[src/rtl/pipe_skid_reg.sv]
// Two-entry elastic pipeline register (main + skid) with registered in_ready.
// Optional downstream-stall counter enabled by macro PIPE_SKID_REG_STALL_CNT_EN;
// without it stall_cnt is tied to zero and no counter flops exist.
module pipe_skid_reg #(
   parameter int unsigned     WIDTH      = 32,
   parameter logic [WIDTH-1:0] BUBBLE_VAL = WIDTH'(32'h0000_0013)
) (
   input  logic             clk,
   input  logic             rst,
   input  logic             flush,
   input  logic             in_valid,
   output logic             in_ready,
   input  logic [WIDTH-1:0] in_data,
   output logic             out_valid,
   input  logic             out_ready,
   output logic [WIDTH-1:0] out_data,
   output logic [1:0]       occupancy,
   output logic [31:0]      stall_cnt
);

   localparam int unsigned CNT_W = 32;

   // State encoding doubles as the occupancy count
   typedef enum logic [1:0] {
      ST_EMPTY = 2'd0,
      ST_ONE   = 2'd1,
      ST_TWO   = 2'd2
   } state_t;

   state_t           state_q, state_d;
   logic [WIDTH-1:0] main_q, main_d;
   logic [WIDTH-1:0] skid_q, skid_d;
   logic             out_valid_q, out_valid_d;
   logic             in_ready_q, in_ready_d;
   logic             xfer_in, xfer_out;

   // State and payload registers; reset empties the block immediately
   always_ff @(posedge clk or posedge rst) begin
      if (rst) begin
         state_q     <= ST_EMPTY;
         main_q      <= BUBBLE_VAL;
         skid_q      <= '0;
         out_valid_q <= 1'b0;
         in_ready_q  <= 1'b1;
      end else begin
         state_q     <= state_d;
         main_q      <= main_d;
         skid_q      <= skid_d;
         out_valid_q <= out_valid_d;
         in_ready_q  <= in_ready_d;
      end
   end

   // Next-state: flush wins, then fill/drain of main and skid entries
   always_comb begin
      state_d  = state_q;
      main_d   = main_q;
      skid_d   = skid_q;
      xfer_in  = in_valid && in_ready_q;
      xfer_out = out_valid_q && out_ready;

      if (flush) begin
         state_d = ST_EMPTY;
         main_d  = BUBBLE_VAL;
      end else begin
         case (state_q)
            ST_EMPTY: begin
               if (xfer_in) begin
                  main_d  = in_data;
                  state_d = ST_ONE;
               end
            end
            ST_ONE: begin
               if (xfer_in && xfer_out) begin
                  main_d = in_data;
               end else if (xfer_out) begin
                  main_d  = BUBBLE_VAL;
                  state_d = ST_EMPTY;
               end else if (xfer_in) begin
                  skid_d  = in_data;
                  state_d = ST_TWO;
               end
            end
            ST_TWO: begin
               // in_ready is low here, so only a drain can happen
               if (xfer_out) begin
                  main_d  = skid_q;
                  state_d = ST_ONE;
               end
            end
            default: begin
               state_d = ST_EMPTY;
               main_d  = BUBBLE_VAL;
            end
         endcase
      end

      out_valid_d = (state_d != ST_EMPTY);
      in_ready_d  = (state_d != ST_TWO);
   end

   assign out_valid = out_valid_q;
   assign in_ready  = in_ready_q;
   assign out_data  = main_q;
   assign occupancy = state_q;

`ifdef PIPE_SKID_REG_STALL_CNT_EN
   logic [CNT_W-1:0] stall_q;

   // Count edges where a valid head is held back; flush does not clear it
   always_ff @(posedge clk or posedge rst) begin
      if (rst) begin
         stall_q <= '0;
      end else if (out_valid_q && !out_ready) begin
         stall_q <= stall_q + CNT_W'(1);
      end
   end

   assign stall_cnt = stall_q;
`else
   assign stall_cnt = CNT_W'(0);
`endif

endmodule

[config.mk]
export PLATFORM = sky130hd
export DESIGN_NAME = pipe_skid_reg
export DESIGN_NICKNAME = d
export VERILOG_FILES = /design/src/rtl/pipe_skid_reg.sv
export SDC_FILE = /design/constraint.sdc
export NUM_CORES = 1
export LEC_CHECK = 0
export CAP_MARGIN = 20
export CORE_AREA = 2 2 112 81
export CTS_CLUSTER_DIAMETER = 50
export DETAILED_ROUTE_END_ITERATION = 8
export DIE_AREA = 0 0 114 83
export GPL_ROUTABILITY_DRIVEN = 0
export PLACE_DENSITY = 0.8
export SYNTH_ARGS = -nofsm -noshare
export SYNTH_HDL_FRONTEND = slang
export SYNTH_SLANG_ARGS = --single-unit
[constraint.sdc]
create_clock -name clk -period 2.4 [get_ports clk]
set_input_delay 0.36 -clock clk [delete_from_list [all_inputs] [get_ports clk]]
set_output_delay 0.36 -clock clk [all_outputs]
set_load 0.005 [all_outputs]
==> results.sh, run 1 <==
export IMPL_synth_edf_count=0
export IMPL_grt_total_usage=0.2072
export IMPL_tritoncts="done"
export IMPL_cp_start_kind="flop"
export IMPL_cp_top_family="flip-flops"
export IMPL_synth_top_cell_by_area="dfrtp_1"
export IMPL_worst_slack_ps=505.5
export IMPL_first_pass_iters=4
export IMPL_io_pin_count=105
export IMPL_seq_area_frac_synth=0.4159
export IMPL_period_needed_ps=1895
export IMPL_power_density_nw_per_um2=802.9
export IMPL_dp_hpwl_um=6021
export IMPL_cap_violations=0
export IMPL_pwr_share_clk=0.333
export IMPL_worstPathRequired_ps=2040
export IMPL_cpMaxStageDelayCell="dfrtp_1"
export IMPL_start_util=0.4922
export IMPL_cp_buffers_inverters=1
export IMPL_p_sw_frac=0.2853
export IMPL_die_w_um=114
export IMPL_path_clk_slew_ps=60
export IMPL_worst_setup_path_end_kind="primary output"
export IMPL_drt_initial_drc_count=334
export IMPL_netlist_area_um2=4104
export IMPL_tns_ps=0
export IMPL_synth_top_area_share=0.3902
export IMPL_finalPower_mw=4.001
export IMPL_grt_pass1_vias=3063
export IMPL_fin_crit_sh=0.7894
export IMPL_avgSynthCellArea_um2=10.74
export IMPL_internal_power_mw=2.859
export IMPL_p_seq_frac=0.408
export IMPL_n_antenna_cell=0
export IMPL_cts_buffer_depth=2
export IMPL_ys_types=40
export IMPL_cts_resized=0
export IMPL_r2r_start="in_ready$_DFF_PP1_"
export IMPL_rsz0062_at_grt="false"
export IMPL_slew_violations=0
export IMPL_syn_instance_count=382
export IMPL_n_fill_cell=681
export IMPL_root_buffer="clkbuf_16"
export IMPL_grt_pass1_wl_um=15620
export IMPL_hold_viol_final=0
export IMPL_stdcell_count=553
export IMPL_worstPathMaxFanout=9
export IMPL_routed_via_density=5.588
export IMPL_die_area_um2=9462
export IMPL_final_area_um2=4984
export IMPL_cp_cell_sequence="clkdlybuf4s50_1"
export IMPL_drcViolationCount=0
export IMPL_fmax_mhz=527.8
export IMPL_status="completed"
export IMPL_slew_headroom=0.5892
export IMPL_nets=480
export IMPL_worst_slew_pin_slew_ps=616.2
export IMPL_synthTopCellsByArea="dfrtp_1 (39%), mux2_4 (11%), mux2i_1 (7.1%)"
export IMPL_placed_cell_area_um2=4682
export IMPL_hold_buffers=0
export IMPL_final_core_util=0.5977
export IMPL_vdd_drop_max_mv=0.4037
export IMPL_cpPeakStageDelay_ps=610
export IMPL_dp_cells=537
export IMPL_async_flop_share=1.000
export IMPL_port_buffers=72
export IMPL_crit_start="out_valid$_DFF_PP0_"
export IMPL_hp_class="in2async"
export IMPL_path_class="reg2out"
export IMPL_netSwitchingPower_mw=1.142
export IMPL_grt_antenna_before_repair=0
export IMPL_cts_buffers=9
export IMPL_cts_htree_levels=3
export IMPL_coreArea_um2=8338
export IMPL_p_leak_nw=2.223
export IMPL_dp_slack_ps=240.7
export IMPL_grt_overflow=0
export IMPL_synth_main_ff_cell="dfrtp_1"
export IMPL_cts_setup_buffers=0
export IMPL_crit_arrival_ps=1530
export IMPL_holdWs_ps=387.4
export IMPL_setup_viol=0
export IMPL_skew_ps=9.072
export IMPL_rows=28
export IMPL_area_growth_pct=21.43
export IMPL_comb_power_share=0.258
export IMPL_worstSkewPairLatency_ps=340
export IMPL_num_vias=3090
export IMPL_clock_sinks=68
export IMPL_fp_dieH_um=83
export IMPL_wl_um=9682
export IMPL_drt_wirelength_per_cell_um=17.51
export IMPL_yosys_warnings=0
export IMPL_ant_nets=0
export IMPL_grt_max_degree=49
export IMPL_synth_seq_cells=68
export IMPL_drive_above_1_share=0.1741
-- final timing paths --
check | endpoint | slack (ps) | depth (start not counted)
setup reg to reg | out_data[15]$_DFFE_PP0P_ | 580 | 5
setup / recovery | out_valid | 510 | 1
hold reg to reg | skid_q[11]$_DFFE_PP0P_ | 510 | 1
hold / removal | skid_q[5]$_DFFE_PP0P_ | 390 | 2
min in group clk | skid_q[11]$_DFFE_PP0P_ | 510 | 1
max in group asynchronous | skid_q[26]$_DFFE_PP0P_ | 1390 | 3
-- cell usage in the layout (no fill, tap or decap), drive strengths merged --
| master | Yosys | layout |
|---|---|---|
| o22ai | 1 | 1 |
| o21bai | 2 | 2 |
| nand3b | 2 | 2 |
| nand4b | 2 | 2 |
| o221ai | 1 | 1 |
| mux2 | 33 | 33 |
| o21ai | 33 | 33 |
| buf | 54 | 13 |
| o32ai | 29 | 29 |
| mux2i | 29 | 29 |
| clkbuf | 11 | 9 |
| and3b | 1 | 1 |
| o211ai | 1 | 1 |
| nand3 | 3 | 3 |
| inv | 32 | 33 |
| a21o | 2 | 2 |
| nor2b | 2 | 2 |
| dfrtp | 64 | 64 |
| o311ai | 1 | 1 |
| nand4 | 1 | 1 |
| dfstp | 4 | 4 |
| nand2b | 1 | 1 |
| clkdlybuf4s50 | 0 | 72 |
| nand2 | 33 | 33 |
| conb | 1 | 32 |
| bufinv | 0 | 1 |
| clkinvlp | 0 | 2 |
| o21a | 2 | 2 |
| a21oi | 34 | 34 |
| clkinv | 0 | 3 |
| nor2 | 2 | 2 |
-- synth_stat cells (all sizes together), types with 2 or more instances --
| master | count |
|---|---|
| dfstp | 4 |
| a21o | 2 |
| inv | 32 |
| nor2 | 2 |
| o32ai | 29 |
| o21a | 2 |
| o21ai | 33 |
| buf | 54 |
| nor2b | 2 |
| dfrtp | 64 |
| clkbuf | 11 |
| mux2i | 29 |
| a21oi | 34 |
| nand2 | 33 |
| mux2 | 33 |
| nand3 | 3 |
| o21bai | 2 |
| nand3b | 2 |
| nand4b | 2 |
-- cell type report --
| cell class | count | area, µm² | share of cell area |
|---|---|---|---|
| well taps | 105 | 131.4 | 0.02636 |
| clock buffers | 9 | 225.2 | 0.04519 |
| flip-flops and latches | 68 | 1708 | 0.3427 |
| inverters | 32 | 120.1 | 0.02410 |
| clock inverters | 7 | 76.32 | 0.01532 |
| repair buffers | 85 | 868.3 | 0.1742 |
| multi-input cells | 247 | 1854 | 0.3721 |
-- sequential cells by signal (all words and copies together), names as in the netlist --
register and cells:
out_valid 1, skid_q 32, out_data 32, occupancy 2, in_ready 1
-- power groups by stage --
stage               sequential, mW  combinational [mW]  clock (mW)
CTS                           1.62                1.04        1.36
global route                  1.67                1.11        1.41
global placement              1.61               0.992           0
floorplan                     1.58               0.783           0
detailed placement            1.63                1.02           0
finish                        1.63                1.03        1.33
-- logic make-up after synthesis --
group | count (synthesis) | share of synthesized area
AOI/OAI and AO/OA | 106 | 0.1680
buffers and inverters | 98 | 0.1607
DFF | 68 | 0.4159
muxes | 62 | 0.1887
and+or+nand+nor | 47 | 0.06585
other | 1 | 0.0009138
-- per-layer routing --
metal / GRT usage / vias up / share of wire
met3: 0.05182 / 22 / 0.076
met5: 0 / - / 0
met1: 0.2845 / 1539 / 0.44
met2: 0.3128 / 132 / 0.47
li1: - / 1397 / -
met4: 0.08537 / 0 / 0.021
(Power assumes the default switching activity.)
==> inputs of run 2 (changes only) <==
--- a/config.mk
+++ b/config.mk
@@ -6,12 +6,12 @@
 export NUM_CORES = 1
 export LEC_CHECK = 0
 export CAP_MARGIN = 20
-export CORE_AREA = 2 2 112 81
+export CORE_AREA = 2 2 118 85
 export CTS_CLUSTER_DIAMETER = 50
 export DETAILED_ROUTE_END_ITERATION = 8
-export DIE_AREA = 0 0 114 83
+export DIE_AREA = 0 0 120 87
 export GPL_ROUTABILITY_DRIVEN = 0
-export PLACE_DENSITY = 0.8
+export PLACE_DENSITY = 0.76
 export SYNTH_ARGS = -nofsm -noshare
 export SYNTH_HDL_FRONTEND = slang
 export SYNTH_SLANG_ARGS = --single-unit
==> constraint.sdc (replaced) <==
create_clock -name clk -period 1.7 [get_ports clk]
set_input_delay 0.255 -clock clk [delete_from_list [all_inputs] [get_ports clk]]
set_output_delay 0.255 -clock clk [all_outputs]
set_load 0.005 [all_outputs]
==> run 2 against run 1 <==
  * Power is 46% higher
  * Non-clock buffer count is 8 higher
  * Final cell count is 5.6% higher
  * Register-to-register slack worse by 460 ps
  * Sequential share of layout area is 1.4 points lower
  * Sequential cell count stayed put
  * Core utilization is 4.5 points lower
==> results.sh, run 2 (synthesized netlist as in run 1, its figures left out) <==
export IMPL_hp_class="in2async"
export IMPL_die_w_um=120
export IMPL_dp_slack_ps=-129.5
export IMPL_path_class="reg2out"
export IMPL_port_buffers=72
export IMPL_routed_via_density=5.195
export IMPL_cp_start_kind="flop"
export IMPL_worstPathMaxFanout=2
export IMPL_start_util=0.4356
export IMPL_status="completed"
export IMPL_rsz0062_at_grt="false"
export IMPL_first_pass_iters=4
export IMPL_fmax_mhz=604.3
export IMPL_drt_wirelength_per_cell_um=16.40
export IMPL_cts_htree_levels=3
export IMPL_pwr_share_clk=0.347
export IMPL_worstPathRequired_ps=1440
export IMPL_setup_viol=0
export IMPL_drt_initial_drc_count=248
export IMPL_n_antenna_cell=0
export IMPL_power_density_nw_per_um2=1123
export IMPL_internal_power_mw=4.273
export IMPL_final_cell_mix="clkdlybuf4s50_1 (72), dfrtp_1 (61), a21oi_1 (32), conb_1 (32)"
export IMPL_cts_buffer_depth=2
export IMPL_tritoncts="done"
export IMPL_grt_antenna_before_repair=0
export IMPL_r2r_slack_ps=120
export IMPL_regToRegEndpoint="out_data[1]$_DFFE_PP1P_"
export IMPL_ant_nets=0
export IMPL_n_fill_cell=780
export IMPL_drive_above_1_share=0.1952
export IMPL_coreArea_um2=9422
export IMPL_grt_overflow=0
export IMPL_worstSkewPairLatency_ps=340
export IMPL_skew_ps=5.133
export IMPL_worst_slack_ps=45.16
export IMPL_nets=488
export IMPL_period_needed_ps=1655
export IMPL_crit_arrival_ps=1400
export IMPL_r2r_start="in_ready$_DFF_PP1_"
export IMPL_path_clk_slew_ps=60
export IMPL_dp_hpwl_um=6266
export IMPL_hold_viol_final=0
export IMPL_p_sw_frac=0.2696
export IMPL_p_seq_frac=0.393
export IMPL_hold_buffers=0
export IMPL_fp_dieH_um=87
export IMPL_holdWs_ps=369.6
export IMPL_fin_crit_sh=0.9734
export IMPL_cp_top_family="buffers and inverters"
export IMPL_rr_worst_depth=5
export IMPL_root_buffer="clkbuf_16"
export IMPL_comb_power_share=0.260
export IMPL_cap_violations=0
export IMPL_num_vias=3034
export IMPL_grt_pass1_wl_um=15330
export IMPL_worst_setup_path_end_kind="primary output"
export IMPL_cpMaxStageDelayCell="clkdlybuf4s50_1"
export IMPL_io_pin_count=105
export IMPL_clock_sinks=68
export IMPL_wl_um=9576
export IMPL_rows=30
export IMPL_cpPeakStageDelay_ps=550
export IMPL_grt_total_usage=0.1914
export IMPL_grt_pass1_vias=3021
export IMPL_grt_max_degree=69
export IMPL_p_leak_nw=2.313
export IMPL_drcViolationCount=0
export IMPL_layout_commonest_cell="clkdlybuf4s50_1"
export IMPL_cp_buffers_inverters=1
export IMPL_cts_buffers=9
export IMPL_slew_violations=0
export IMPL_finalPower_mw=5.850
export IMPL_die_area_um2=10440
export IMPL_tns_ps=0
export IMPL_final_core_util=0.5531
export IMPL_netSwitchingPower_mw=1.577
export IMPL_cp_cell_sequence="clkdlybuf4s50_1"
export IMPL_area_growth_pct=26.98
export IMPL_vdd_drop_max_mv=0.4348
-- run 2: cell count changes in the layout (fill, tap and decap cells not counted), sizes merged --
| cell | previous run | this run |
|---|---|---|
| clkinvlp | 2 | 1 |
| inv | 33 | 31 |
| bufinv | 1 | 2 |
| clkbuf | 9 | 10 |
| clkinv | 3 | 4 |
| buf | 13 | 21 |
-- run 2: layer usage --
metal  vias to the layer above  global-route usage  wire length, µm
li1                       1422                   -                -
met1                      1488              0.2505             4472
met2                       107              0.3073             4426
met3                        17             0.05105              546
met4                         0             0.07059              130
met5                         -                   0                0
-- run 2: timing repair --
action,in CTS,in global routing
endpoints found under the setup margin,3,2
resized for setup,2,1
setup buffers,1,2
cloned,0,0
endpoints found under the hold margin,0,0
-- run 2: how the worst max path moves through the flow --
stage | cells past startpoint | to | start | slack, ps
floorplan | 5 | skid_q[10]$_DFFE_PP0P_ | in_ready$_DFF_PP1_ | 240
global placement | 7 | out_data[3]$_DFFE_PP0P_ | in_valid | -90
detailed placement | 7 | out_data[21]$_DFFE_PP0P_ | out_ready | -130
CTS | 1 | out_valid | out_valid$_DFF_PP0_ | 20
global route | 5 | out_data[0]$_DFFE_PP1P_ | in_ready$_DFF_PP1_ | 8
finish | 1 | out_data[0] | out_data[0]$_DFFE_PP1P_ | 50
-- run 2: layout make-up --
class | instances | area (µm²) | area share
multi-input cells | 247 | 1862 | 0.3573
flip-flops and latches | 68 | 1710 | 0.3282
repair buffers | 93 | 1028 | 0.1974
clock buffers | 10 | 239.0 | 0.04586
well taps | 128 | 160.2 | 0.03073
inverters | 32 | 123.9 | 0.02377
clock inverters | 6 | 87.58 | 0.01681
-- run 2: metrics by stage --
step,instance area (µm²),cells
final,5211,584
after floorplan,4224,413
after global routing,5211,584
after detailed placement,4852,565
after global placement,4852,565
after CTS,5189,582
-- run 2: power groups by stage --
| stage | clock network (mW) | registers [mW] | logic, mW |
|---|---|---|---|
| 5_1_grt | 2.13 | 2.34 | 1.65 |
| 2_1_floorplan | 0 | 2.23 | 1.11 |
| 3_3_place_gp | 0 | 2.29 | 1.44 |
| 6_report | 2.03 | 2.30 | 1.52 |
| 4_1_cts | 2.07 | 2.29 | 1.51 |
| 3_5_place_dp | 0 | 2.31 | 1.50 |
